==> config.mk <==
export PLATFORM = sky130hd
export DESIGN_NAME = ifm_fetch_ctrl
export DESIGN_NICKNAME = d
export VERILOG_FILES = /design/src/rtl/cnn_pkg.sv /design/src/rtl/ifm_win_cnt.sv /design/src/rtl/ifm_fetch_ctrl.sv
export SDC_FILE = /design/constraint.sdc
export NUM_CORES = 1
export LEC_CHECK = 0
export ABC_CLOCK_PERIOD_IN_PS = 7150
export BUFFER_PORTS_ARGS = -buffer_cell sky130_fd_sc_hd__buf_2
export CAP_MARGIN = 0
export CORE_MARGIN = 5
export CORE_UTILIZATION = 55
export CTS_CLUSTER_SIZE = 16
export DETAILED_ROUTE_END_ITERATION = 10
export PLACE_DENSITY = 0.76
export RECOVER_POWER = 50
export SYNTH_ARGS = -nofsm -noshare
export SYNTH_HDL_FRONTEND = slang
export SYNTH_SLANG_ARGS = --single-unit
export TNS_END_PERCENT = 50
==> constraint.sdc <==
create_clock -name clk -period 7.15 [get_ports clk]
set_input_delay 1.43 -clock clk [delete_from_list [all_inputs] [get_ports clk]]
set_output_delay 1.43 -clock clk [all_outputs]
set_load 0.02 [all_outputs]
==> src/rtl/cnn_pkg.sv <==
// Shared definitions for the IFM fetch path: FSM state encoding and field widths.
package cnn_pkg;

    localparam int DIM_W = 8;   // width of the tile dimension fields
    localparam int K_W   = 4;   // kernel size field width
    localparam int S_W   = 2;   // stride field width
    localparam int P_W   = 2;   // padding field width

    typedef enum logic [2:0] {
        ST_IDLE  = 3'd0,
        ST_FETCH = 3'd1,
        ST_DRAIN = 3'd2,
        ST_DONE  = 3'd3,
        ST_ERR   = 3'd4
    } fsm_state_t;

endpackage

==> src/rtl/ifm_win_cnt.sv <==
// Window walker: nested kx/ky/c0/r0 counters in (padded) tile coordinates.
// It keeps two address registers:
//   - win_base_reg: address of the current window row's row 0 (r0 - P)
//   - row_base_reg: address of the row currently being read (r0 + ky - P)
// Both are stepped with additions only. Pixel address = row_base + x - P.
module ifm_win_cnt #(
    parameter int ADDR_WIDTH = 16,
    parameter int CW         = 10
) (
    input  logic                    clk,
    input  logic                    rst_n,
    input  logic                    load,
    input  logic [ADDR_WIDTH-1:0]   load_base,
    input  logic                    en,
    input  logic [cnn_pkg::K_W-1:0] k,
    input  logic [cnn_pkg::S_W-1:0] s,
    input  logic [ADDR_WIDTH-1:0]   w_step,
    input  logic [ADDR_WIDTH-1:0]   stride_row,
    input  logic [CW-1:0]           wp,
    input  logic [CW-1:0]           hp,
    output logic [CW-1:0]           x,
    output logic [CW-1:0]           y,
    output logic [ADDR_WIDTH-1:0]   row_base,
    output logic                    win_last,
    output logic                    tile_last
);
    import cnn_pkg::*;

    localparam logic [K_W-1:0] K_ONE = 1;

    logic [K_W-1:0]        kx_reg;
    logic [K_W-1:0]        ky_reg;
    logic [CW-1:0]         c0_reg;
    logic [CW-1:0]         r0_reg;
    logic [ADDR_WIDTH-1:0] win_base_reg;
    logic [ADDR_WIDTH-1:0] row_base_reg;

    logic          kx_end;
    logic          ky_end;
    logic          col_end;
    logic          row_end;
    logic [CW-1:0] k_ext;
    logic [CW-1:0] s_ext;

    assign k_ext   = CW'(k);
    assign s_ext   = CW'(s);
    assign kx_end  = (kx_reg == k - K_ONE);
    assign ky_end  = (ky_reg == k - K_ONE);
    // Next window origin would overhang: leftover columns/rows are skipped.
    assign col_end = ((c0_reg + s_ext + k_ext) > wp);
    assign row_end = ((r0_reg + s_ext + k_ext) > hp);

    assign win_last  = kx_end && ky_end;
    assign tile_last = win_last && col_end && row_end;
    assign x         = c0_reg + CW'(kx_reg);
    assign y         = r0_reg + CW'(ky_reg);
    assign row_base  = row_base_reg;

    // Advance the scan position kx -> ky -> c0 -> r0 once per enabled cycle.
    always_ff @(posedge clk) begin
        if (!rst_n) begin
            kx_reg       <= '0;
            ky_reg       <= '0;
            c0_reg       <= '0;
            r0_reg       <= '0;
            win_base_reg <= '0;
            row_base_reg <= '0;
        end else if (load) begin
            kx_reg       <= '0;
            ky_reg       <= '0;
            c0_reg       <= '0;
            r0_reg       <= '0;
            win_base_reg <= load_base;
            row_base_reg <= load_base;
        end else if (en) begin
            if (!kx_end) begin
                kx_reg <= kx_reg + K_ONE;
            end else begin
                kx_reg <= '0;
                if (!ky_end) begin
                    ky_reg       <= ky_reg + K_ONE;
                    row_base_reg <= row_base_reg + w_step;
                end else begin
                    ky_reg <= '0;
                    if (!col_end) begin
                        c0_reg       <= c0_reg + s_ext;
                        row_base_reg <= win_base_reg;
                    end else begin
                        c0_reg       <= '0;
                        r0_reg       <= r0_reg + s_ext;
                        win_base_reg <= win_base_reg + stride_row;
                        row_base_reg <= win_base_reg + stride_row;
                    end
                end
            end
        end
    end

endmodule

==> src/rtl/ifm_fetch_ctrl.sv <==
// IFM fetch controller: walks KxK windows over an H x W tile in SRAM and
// streams one pixel per non-stalled cycle to the IFM buffers.
// Optional feature: define IFM_PAD_EN to add the cfg_pad input (zero padding
// of P pixels on every side); without it the block behaves as P = 0.
module ifm_fetch_ctrl #(
    parameter int DATA_WIDTH = 8,
    parameter int ADDR_WIDTH = 16,
    parameter int DIM_W      = 8
) (
    input  logic                    clk,
    input  logic                    rst_n,
    input  logic                    start,
    input  logic [ADDR_WIDTH-1:0]   cfg_base,
    input  logic [DIM_W-1:0]        cfg_w,
    input  logic [DIM_W-1:0]        cfg_h,
    input  logic [cnn_pkg::K_W-1:0] cfg_k,
    input  logic [cnn_pkg::S_W-1:0] cfg_stride,
`ifdef IFM_PAD_EN
    input  logic [cnn_pkg::P_W-1:0] cfg_pad,
`endif
    input  logic                    stall,
    output logic                    sram_rd_en,
    output logic [ADDR_WIDTH-1:0]   sram_addr,
    input  logic [DATA_WIDTH-1:0]   sram_rd_data,
    output logic                    set_ifm,
    output logic [DATA_WIDTH-1:0]   ifm_in,
    output logic                    win_last,
    output logic                    busy,
    output logic                    done,
    output logic                    cfg_err
);
    import cnn_pkg::*;

    localparam int CW = DIM_W + 2;
    localparam int AW = ADDR_WIDTH;

    // ---------------- configuration at start ----------------
    logic [P_W-1:0] pad_in;
`ifdef IFM_PAD_EN
    assign pad_in = cfg_pad;
`else
    assign pad_in = '0;
`endif

    logic [CW-1:0] wp_in;
    logic [CW-1:0] hp_in;
    logic [CW-1:0] k_in;
    logic          cfg_legal;
    logic [AW-1:0] w_in_ext;
    logic [AW-1:0] pad_rows_off;
    logic [AW-1:0] init_base;

    assign wp_in     = CW'(cfg_w) + CW'({pad_in, 1'b0});
    assign hp_in     = CW'(cfg_h) + CW'({pad_in, 1'b0});
    assign k_in      = CW'(cfg_k);
    assign cfg_legal = (cfg_k != '0) && (cfg_stride != '0) &&
                       (k_in <= wp_in) && (k_in <= hp_in);

    // Address of padded pixel (0,0) row: base - P*W, via shift-add (P is 2 bits).
    assign w_in_ext     = AW'(cfg_w);
    assign pad_rows_off = (pad_in[0] ? w_in_ext : '0) + (pad_in[1] ? (w_in_ext << 1) : '0);
    assign init_base    = cfg_base - pad_rows_off;

    fsm_state_t     state_reg;
    logic [DIM_W-1:0] w_reg;
    logic [DIM_W-1:0] h_reg;
    logic [K_W-1:0] k_reg;
    logic [S_W-1:0] s_reg;
    logic [P_W-1:0] pad_reg;
    logic [CW-1:0]  wp_reg;
    logic [CW-1:0]  hp_reg;
    logic           busy_reg;
    logic           done_reg;
    logic           cfg_err_reg;

    // Window-row step S*W, again by shift-add.
    logic [AW-1:0] w_step;
    logic [AW-1:0] stride_row;
    assign w_step     = AW'(w_reg);
    assign stride_row = (s_reg[0] ? w_step : '0) + (s_reg[1] ? (w_step << 1) : '0);

    // ---------------- window walker ----------------
    logic          cnt_load;
    logic          slot;
    logic [CW-1:0] x_pos;
    logic [CW-1:0] y_pos;
    logic [AW-1:0] row_base;
    logic          win_last_c;
    logic          tile_last_c;

    assign cnt_load = (state_reg == ST_IDLE) && start;
    assign slot     = (state_reg == ST_FETCH) && !stall;

    ifm_win_cnt #(
        .ADDR_WIDTH (AW),
        .CW         (CW)
    ) u_win_cnt (
        .clk        (clk),
        .rst_n      (rst_n),
        .load       (cnt_load),
        .load_base  (init_base),
        .en         (slot),
        .k          (k_reg),
        .s          (s_reg),
        .w_step     (w_step),
        .stride_row (stride_row),
        .wp         (wp_reg),
        .hp         (hp_reg),
        .x          (x_pos),
        .y          (y_pos),
        .row_base   (row_base),
        .win_last   (win_last_c),
        .tile_last  (tile_last_c)
    );

    // ---------------- padding decision and SRAM interface ----------------
    logic [CW-1:0] pad_ext;
    logic [CW-1:0] x_hi;
    logic [CW-1:0] y_hi;
    logic          in_tile;
    logic [AW-1:0] addr_c;

    assign pad_ext = CW'(pad_reg);
    assign x_hi    = CW'(w_reg) + pad_ext;
    assign y_hi    = CW'(h_reg) + pad_ext;
    assign in_tile = (x_pos >= pad_ext) && (x_pos < x_hi) &&
                     (y_pos >= pad_ext) && (y_pos < y_hi);
    assign addr_c  = row_base + AW'(x_pos) - AW'(pad_reg);

    assign sram_rd_en = slot && in_tile;
    assign sram_addr  = (state_reg == ST_FETCH) ? addr_c : '0;

    // FSM with registered status outputs; config captured on an accepted start.
    always_ff @(posedge clk) begin
        if (!rst_n) begin
            state_reg   <= ST_IDLE;
            w_reg       <= '0;
            h_reg       <= '0;
            k_reg       <= '0;
            s_reg       <= '0;
            pad_reg     <= '0;
            wp_reg      <= '0;
            hp_reg      <= '0;
            busy_reg    <= 1'b0;
            done_reg    <= 1'b0;
            cfg_err_reg <= 1'b0;
        end else begin
            done_reg <= 1'b0;
            case (state_reg)
                ST_IDLE: begin
                    // Accepted even while stalled; stall only gates the datapath.
                    if (start) begin
                        w_reg       <= cfg_w;
                        h_reg       <= cfg_h;
                        k_reg       <= cfg_k;
                        s_reg       <= cfg_stride;
                        pad_reg     <= pad_in;
                        wp_reg      <= wp_in;
                        hp_reg      <= hp_in;
                        busy_reg    <= 1'b1;
                        cfg_err_reg <= !cfg_legal;
                        done_reg    <= !cfg_legal;
                        state_reg   <= cfg_legal ? ST_FETCH : ST_ERR;
                    end
                end
                ST_FETCH: begin
                    if (!stall && tile_last_c) begin
                        state_reg <= ST_DRAIN;
                    end
                end
                ST_DRAIN: begin
                    // The final pixel leaves on the first unstalled cycle here.
                    if (!stall) begin
                        state_reg <= ST_DONE;
                        done_reg  <= 1'b1;
                    end
                end
                ST_DONE: begin
                    busy_reg  <= 1'b0;
                    state_reg <= ST_IDLE;
                end
                ST_ERR: begin
                    busy_reg  <= 1'b0;
                    state_reg <= ST_IDLE;
                end
                default: begin
                    busy_reg  <= 1'b0;
                    state_reg <= ST_IDLE;
                end
            endcase
        end
    end

    // ---------------- delivery pipe ----------------
    logic valid_reg;
    logic pad_q_reg;
    logic last_q_reg;

    // One-stage pipe matching SRAM read latency; frozen while stalled.
    always_ff @(posedge clk) begin
        if (!rst_n) begin
            valid_reg  <= 1'b0;
            pad_q_reg  <= 1'b0;
            last_q_reg <= 1'b0;
        end else if (!stall) begin
            valid_reg  <= slot;
            pad_q_reg  <= slot && !in_tile;
            last_q_reg <= slot && win_last_c;
        end
    end

    assign set_ifm  = valid_reg && !stall;
    assign win_last = last_q_reg && !stall;
    assign ifm_in   = (valid_reg && !pad_q_reg) ? sram_rd_data : '0;
    assign busy     = busy_reg;
    assign done     = done_reg;
    assign cfg_err  = cfg_err_reg;

endmodule

### Word-level counts from Yosys, hierarchy flattened

Cells that the tools add are included.

| storage, ports and cells | value |
|---|---|
| bits of input ports | 50 |
| bits in registers | 91 |

| cells by class | value |
|---|---|
| add/subtract/negate cells | 13 |
| reductions and logical operators | 38 |
| muxes and demuxes | 26 |
| bitwise operators | 2 |
| equality and inequality tests | 7 |
| order comparisons | 8 |

Operators with widths:

| kind | number |
|---|---|
| two-way mux 16 bit | 10 |
| adder 10 x 4 -> 10 bit | 4 |
| adder 16 x 10 -> 16 bit | 2 |
| adder 10 x 2 -> 10 bit | 2 |
| greater-or-equal comparator 10 x 1 -> 1 bit (second input constant) | 2 |
| > comparator 10 x 8 -> 1 bit | 2 |
| < comparator 10 x 8 -> 1 bit | 2 |
| logical AND 1 bit | 18 |
| adder 16 x 8 -> 16 bit | 1 |
| less-or-equal comparator 4 x 8 -> 1 bit | 2 |
| two-way mux 8 bit | 2 |
| two-way mux 3 bit | 4 |
| adder 8 x 9 -> 10 bit | 1 |
| two-way mux 10 bit | 1 |
| two-way mux 9 bit | 1 |
| case mux 3 bit (3 select lines) | 1 |
| AND reduction 3 bit | 3 |
| adder 4 x 1 -> 4 bit (second input constant) | 2 |
| equality test 4 bit | 2 |
| two-way mux 4 bit | 2 |
| AND reduction 2 bit | 4 |
| nonzero test 2 bit | 4 |
| logical NOT 1 bit | 4 |
| inequality test 2 bit (second input constant) | 2 |
| other kinds (11) | 16 |

### Logic depth before layout (Yosys ltp)

Gate-level depths: netlist of run 1.

| depth | value |
|---|---|
| word-level depth | 8 |
| mapped depth | 21 |
| depth with buffers taken out | 20 |

### Cells and area by module

A second synthesis of run 1 with hierarchy kept.

| second synthesis, totals | value |
|---|---|
| cell total of the unflattened synthesis | 1170 |
| area total of the unflattened synthesis | 8842.2 µm² |

By module, submodules not included:

| module | area each (µm²) | cells each | instances |
|---|---|---|---|
| ifm_win_cnt | 6058.3 | 796 | 1 |
| ifm_fetch_ctrl | 2783.9 | 374 | 1 |

### Worst setup path after synthesis of run 1

Ideal clock, no wire load.

| timing path | value |
|---|---|
| path type | register -> output |
| start point | reg u_win_cnt.kx_reg[0] |
| end point | out sram_rd_en |
| data required time | 5.720 ns |
| stages on the path, launching flop included | 14 |
| arrival | 3.207 ns |
| setup slack | 2.513 ns |
| cells stage by stage | dfxtp_1 ha_1 fa_1 a21o_1 a21oi_1 nor2_1 xor2_1 ha_1 a21o_1 a211oi_1 nand3_1 or3_1 nor4_1 and3_1 |

| on the way | value |
|---|---|
| word-level cells in the longest chain between the ends | 6 |

Ends and longest elaborated chain:

| item | line | RTL |
|---|---|---|
| start, declared | ifm_win_cnt.sv:31 | `logic [K_W-1:0] kx_reg;` |
| start signal, assigned | ifm_win_cnt.sv:77 | `kx_reg <= kx_reg + K_ONE;` |
| adder 10 x 4 -> 10 bit * | ifm_win_cnt.sv:55 | `assign x = c0_reg + CW'(kx_reg);` |
| greater-or-equal comparator 10 x 1 -> 1 bit or < comparator 10 x 8 -> 1 bit (tied branches) | ifm_fetch_ctrl.sv:126 | `assign in_tile = (x_pos >= pad_ext) && (x_pos < x_hi) &&` |
| logical AND 1 bit * (2 in a row) | ifm_fetch_ctrl.sv:126 |  |
| logical AND 1 bit * | ifm_fetch_ctrl.sv:127 | `(y_pos >= pad_ext) && (y_pos < y_hi);` |
| logical AND 1 bit * | ifm_fetch_ctrl.sv:130 | `assign sram_rd_en = slot && in_tile;` |
| end, declared | ifm_fetch_ctrl.sv:22 | `output logic sram_rd_en,` |

Mark *: on every way between the ends. The rest lies on a longest branch, timed or not.

### Final worst setup path of run 1

Same ends and word-level chain as after synthesis.

==> results of run 1 <==
-- synth_stat cells, types with 19 or more instances --
cell / count
nand2_1: 133
a21oi_1: 96
dfxtp_1: 91
ha_1: 90
nor2_1: 76
inv_1: 71
o21ai_0: 58
xnor2_1: 46
clkbuf_1: 38
xor2_1: 34
nor3_1: 30
nand3_1: 26
a21o_1: 25
and2_1: 19
nor2b_1: 19
-- power by group --
group	leakage, nW	switching [mW]	internal [mW]
Sequential	0.744	0.0431	0.535
Combinational	3.09	0.215	0.130
Clock	0.136	0.240	0.242
-- final cells by class --
class,instances,area (µm²),area share (%)
clock inverter,7,60.1,0.654
tap,188,235,2.56
inverter,71,267,2.90
multi-input combinational,881,6150,67.0
clock buffer,9,225,2.45
sequential,91,1820,19.8
timing repair buffer,87,424,4.62
-- final timing paths --
path                             from  cells after the start                   endpoint  slack, ns
setup / recovery  u_win_cnt.kx_reg[0]                     14                 sram_rd_en       1.56
hold / removal              hp_reg[7]                      2                  hp_reg[7]       0.45
setup reg to reg             s_reg[1]                     17  u_win_cnt.win_base_reg[5]       1.62
hold reg to reg             hp_reg[7]                      2                  hp_reg[7]       0.45
-- worst reg2reg max path: stages (launching register included) --
cell and delay [ns]:
dfxtp_1 0.70, ha_1 0.34, a21oi_1 0.49, nor2b_1 0.12, xor2_1 0.18, ha_1 0.33
o21ai_0 0.09, o21ai_0 0.35, nand2_1 0.20, xor2_1 0.20, ha_1 0.21, a211o_1 0.29
o211ai_1 0.13, a31oi_1 0.26, a21oi_4 0.81, nor2_2 0.27, a211oi_1 0.30, nor3_1 0.06
-- cells by family after synthesis --
| kind of cell | count (synthesis) | synth area share [%] |
|---|---|---|
| buffers and inverters | 124 | 5.83 |
| AND/OR/NAND/NOR | 390 | 22.6 |
| XOR/XNOR | 83 | 9.08 |
| AO/OA/AOI/OAI | 287 | 22.1 |
| multiplexers | 15 | 1.80 |
| adder cells (fa/ha/maj) | 106 | 17.1 |
| flip-flops | 91 | 21.5 |
-- metal layers --
| metal | track usage (%) | part of all wire, % | up-vias |
|---|---|---|---|
| met1 | 37.6 | 46 | 3886 |
| met2 | 42.2 | 44 | 304 |
| met3 | 3.60 | 7.3 | 40 |
| li1 | - | - | 4003 |
| met4 | 8.82 | 2.1 | 0 |
| met5 | 0 | 0 | - |
-- per-stage QoR --
| stage | total power, mW | hold slack (ns) | std cells | utilization (%) |
|---|---|---|---|---|
| 2_1_floorplan | 0.834 | 0.432 | 1096 | - |
| 3_3_place_gp | 0.920 | 0.440 | 1318 | 59.0 |
| 3_5_place_dp | 0.927 | 0.447 | 1318 | 59.0 |
| 4_1_cts | 1.40 | 0.457 | 1334 | 60.9 |
| 5_1_grt | 1.47 | 0.469 | 1334 | 60.6 |
| 6_report | 1.40 | 0.455 | 1334 | 60.6 |
==> flow_summary_export.csv, run 1 <==
group,metric,value,unit
global_routing,grt_usage,26.6,%
clock_network,clk_pin_slew,0.07,ns
synth,yosysSeqAreaShare,21.5,%
synth,syn_avg_cell_area,7.73,µm²
synth,synthArstFlopShare,0,%
global_routing,grt_pass1_wl,39100,µm
critical_path,crit_type,"flip-flop to output port",
route,wirelength,24100,µm
finish,nets,1297,
clock_network,post_cts_buffers,0,
critical_path,crit_path_start_kind,"flip-flop",
clock_network,clock_latency,0.36,ns
timing,clock.fmax,179,MHz
critical_path,crit_slowest_cell,"fa_1",
critical_path,crit_required,5.72,ns
finish,final_common_cell,"nand2_1",
route,antenna_left,0,
timing,layout_setup_ws,1.56,ns
route,avgRoutedWirePerCell,18.1,µm
synth,netlist_instances,1096,
placement,place_congestion,0.923,
global_routing,grt_pass1_vias,7634,
synth,ys_seq_elements,91,
power_and_ir_drop,p_per_area,153,nW/µm²
finish,drive_gt1_share,9.16,%
finish,syn2layout_area_growth,8.42,%
timing,drv_slew,39,
synth,synth_top_area_share,21.5,%
floorplan,start_util,55.9,%
route,via_per_inst,6.17,
global_routing,grt_max_degree,52,
floorplan,die_area,18000,µm²
synth,synth_edf_count,0,
route,drt_iter0_drc,773,
timing,rsz0062_at_grt,"no",
worst_hold_path,hold_class,"flip-flop to flip-flop",
power_and_ir_drop,ir_drop,0.113,mV
timing,hold_viol_final,0,
finish,antenna_cells,0,
timing,fin_setup_tns,0,ns
synth,synth_ff_type,"dfxtp_1",
global_routing,antenna_found_initial,0,
synth,synth.distinct_cells,82,
synth,synthesis.area,8470,µm²
critical_path,arrival,4.16,ns
clock_network,cts_tree,"built",
clock_network,cts.sinks,91,
route,route.vias.total,8233,
timing,min_period_over_period,78.2,%
floorplan,die_w,134,µm
finish,stdcell_area,9190,µm²
critical_path,crit_chain,"ha_1 > fa_1 > a21o_1 > a21oi_1 > nor2_1 > xor2_1 > ha_1 > a21o_1 > a211oi_1 > nand3_1 > or3_1 > nor4_1 > and3_1 > buf_2",
global_routing,grt-ovfl-total,0,
floorplan,coreArea,15100,µm²
critical_path,cp-end-kind,"output port",
route,post-route-drc-count,0,
timing,skew,0.00978,ns
synth,synth.top_cells.by_area,"dfxtp_1, ha_1, nand2_1",
floorplan,io_pins,80,
finish,nFillCells,1446,
synth,yosys_warnings,0,
clock_network,cts_root_buffer,"clkbuf_16",
clock_network,cts_made_buffers,9,
clock_network,cts_hold_buf,0,
critical_path,cp_top_family,"simple AND/OR/NAND/NOR gates",
floorplan,rows,45,
power_and_ir_drop,p_leak,3.97,nW
timing,finalSetupViolations,0,
critical_path,crit_fanout,5,
placement,dpl-instance-area,8930,µm²
finish,final_cell_mix,"nand2_1, a21oi_1, dfxtp_1",
clock_network,max-clock-path-buffers,2,
timing,fin_crit,5.59,ns
route,dr.pass1.iters,5,
placement,place_ws,1.98,ns
clock_network,cts_resized,0,
synth,synth.largest_area_cell,"dfxtp_1",
critical_path,slowest_delay,0.41,ns
timing,maxSlewHeadroom,-32.7,%
outcome,violations,"max-capacitance violations, max-slew violations",
placement,dp_hpwl,18400,µm
floorplan,die_h,134,µm
flow_run,maxCapViolations,1,
timing,tightest_slew,1.99,ns
synth,synth_fp_nets,1252,
clock_network,htreeDepth,3,
critical_path,path_buf_inv,1,
placement,portBuffers,79,
outcome,status,"finished, violations left",
(Power assumes the default switching activity.)
==> run 2, diff against run 1 <==
Settings changed: ABC_AREA set to 1, ABC_CLOCK_PERIOD_IN_PS 7150 to 5800.
Clock period 7.15 ns to 5.8 ns, I/O delays scaled along.
==> flow_summary_export.csv, run 2 <==
group,metric,value,unit
outcome,status,"finished, violations left",
outcome,violations,"max-capacitance violations, max-slew violations",
critical_path,cp_common_cell,"nand3_1",
synth,synth.top_cells.by_area,"dfxtp_1, nand2_1, ha_1",
timing,finalHoldWorstSlack,0.462,ns
global_routing,grt_max_degree,52,
finish,final_cell_mix,"nand2_1, inv_1, a21oi_1",
timing,fin_crit,5.12,ns
finish,drive_gt1_share,7.73,%
synth,synth_fp_nets,1477,
synth,synth_top_area_share,21.4,%
synth,muxShareOfSynthArea,0,%
synth,syn_avg_cell_area,6.45,µm²
clock_network,max-clock-path-buffers,2,
critical_path,path_buf_inv,3,
synth,synth_ff_type,"dfxtp_1",
synth,yosys.area_share.simple,28.4,%
timing,finalSetupViolations,0,
critical_path,slowest_delay,0.40,ns
synth,synthesis.area,8530,µm²
floorplan,start_util,56.1,%
route,via_per_inst,5.50,
global_routing,grt_pass1_vias,7642,
timing,fin_setup_tns,0,ns
floorplan,die_h,135,µm
timing,rsz0062_at_grt,"no",
clock_network,clock_latency,0.36,ns
route,drt_iter0_drc,744,
critical_path,crit_slowest_cell,"dfxtp_1",
route,dr.pass1.iters,8,
critical_path,reg2reg_to,"u_win_cnt.row_base[10]",
worst_hold_path,hold_class,"flip-flop to flip-flop",
critical_path,crit_type,"flip-flop to output port",
critical_path,crit_path_start_kind,"flip-flop",
clock_network,htreeDepth,3,
timing,skew,0.00774,ns
floorplan,die_area,18100,µm²
critical_path,crit_required,4.64,ns
critical_path,ff2ff_setup_slack,1.13,ns
timing,clock.fmax,195,MHz
finish,antenna_cells,0,
synth,ys_seq_elements,91,
floorplan,io_pins,80,
worst_hold_path,hp-start,"pad_q_reg",
floorplan,coreArea,15200,µm²
critical_path,cp.depth,23,
synth,synthArstFlopShare,0,%
timing,drv_slew,13,
route,route.vias.total,8648,
timing,hold_viol_final,0,
critical_path,crit_chain,"ha_1 > nand3_1 > nand3_1 > nand2_1 > a21oi_1 > nand3_1 > xor2_1 > ha_1 > nand2_1 > nor3_1 > nand3_1 > nand3_1 > nand2_1 > inv_1 > nor2_1 > nor2_1 > nand2_1 > inv_1 > nand3_1 > o21ai_0 > nand2_1 > nor2_1 > buf_2",
placement,place_congestion,0.971,
power_and_ir_drop,p_per_area,452,nW/µm²
synth,synth-adder-area-share,17.0,%
global_routing,grt_usage,26.7,%
route,post-route-drc-count,0,
floorplan,die_w,135,µm
floorplan,rows,45,
clock_network,cts_hold_buf,0,
flow_run,maxCapViolations,1,
worst_hold_path,holdPathEnd,"pad_q_reg",
finish,nets,1536,
synth,yosysSeqAreaShare,21.4,%
clock_network,cts.sinks,91,
critical_path,cp_top_family,"simple AND/OR/NAND/NOR gates",
route,antenna_left,0,
timing,maxSlewHeadroom,-0.884,%
global_routing,antenna_found_initial,0,
synth,synth-xor-area-share,5.85,%
critical_path,reg2reg_from,"state_reg[1]",
placement,dp_hpwl,19200,µm
global_routing,grt_pass1_wl,38800,µm
clock_network,cts_tree,"built",
timing,min_period_over_period,88.3,%
synth,synth.distinct_cells,44,
clock_network,clk_pin_slew,0.06,ns
critical_path,reg2regPathDepth,13,
route,wirelength,24200,µm
synth,yosys_warnings,0,
clock_network,cts_root_buffer,"clkbuf_16",
synth,synth_edf_count,0,
synth,synth.most_common_cell,"nand2_1",
power_and_ir_drop,p_leak,4.66,nW
power_and_ir_drop,ir_drop,0.442,mV
synth,synth_top_family_by_area,"simple AND/OR/NAND/NOR gates",
synth,netlist_instances,1321,
synth,synthTopCellsByCount,"nand2_1, inv_1, a21oi_1",
global_routing,grt-ovfl-total,0,
finish,final_common_cell,"nand2_1",
synth,synth-compound-area-share,16.2,%
clock_network,post_cts_buffers,0,
route,avgRoutedWirePerCell,15.4,µm
critical_path,crit_fanout,8,
timing,tightest_slew,1.50,ns
critical_path,cp-end-kind,"output port",
clock_network,cts_made_buffers,9,
worst_hold_path,hold_depth,2,
synth,synth.largest_area_cell,"dfxtp_1",
placement,portBuffers,79,
finish,syn2layout_area_growth,8.88,%
clock_network,cts_resized,0,
critical_path,arrival,3.96,ns
## run 2: power breakdown
part	internal, mW	total, mW	switching [mW]
Combinational	0.825	2.56	1.73
Clock	0.358	0.630	0.272
Sequential	0.804	1.01	0.209
## run 2: routing by layer
metal  GRT usage (%)  vias up  part of all wire [%]
met5               0        -                     0
met4            5.94        0                   1.5
met3            4.77       25                   7.9
met2            41.4      291                    43
met1            39.0     3921                    47
li1                -     4411                     -
## run 2: layout make-up
type	count	area (µm²)
fill	1518	5920
multi-input combinational	985	5730
sequential	91	1820
inverter	207	777
timing repair buffer	86	419
clock buffer	12	256
tap	188	235
clock inverter	4	48.8
## run 2: worst min-delay path: cells and delay by family (launching register included)
family / cells / cell delay (ns)
and+or+nand+nor: 1 / 0.06
DFF: 1 / 0.31
AOI/OAI and AO/OA: 1 / 0.05
## run 2: cells by family (layout without fill, tap and decap cells)
family,Yosys count,after routing
and+or+nand+nor,566,566
AOI/OAI and AO/OA,256,256
buffers and inverters,245,309
adders and majority gates,106,106
DFF,91,91
xor gates and xnor gates,57,57
## run 2: how the worst max path moves through the flow
stage,from,end,slack [ns]
floorplan,u_win_cnt.kx_reg[0],sram_addr[15],1.47
global placement,u_win_cnt.c0_reg[2],sram_addr[15],1.19
global route,u_win_cnt.c0_reg[2],sram_addr[15],0.33
CTS,u_win_cnt.c0_reg[2],sram_addr[15],0.72
finish,u_win_cnt.c0_reg[2],sram_addr[15],0.68
detailed placement,u_win_cnt.c0_reg[2],sram_addr[15],1.12
## run 2: stage by stage
stage          power (mW)  setup WS, ns  util (%)  cells  instance area [µm²]
2_1_floorplan        2.91          1.47         -   1321                 8530
4_1_cts              4.19         0.725      61.4   1573                 9340
6_report             4.20         0.678      61.1   1573                 9280
3_3_place_gp         3.52          1.19      59.4   1557                 9040
5_1_grt              4.57         0.335      61.1   1573                 9280
3_5_place_dp         3.55          1.12      59.4   1557                 9040
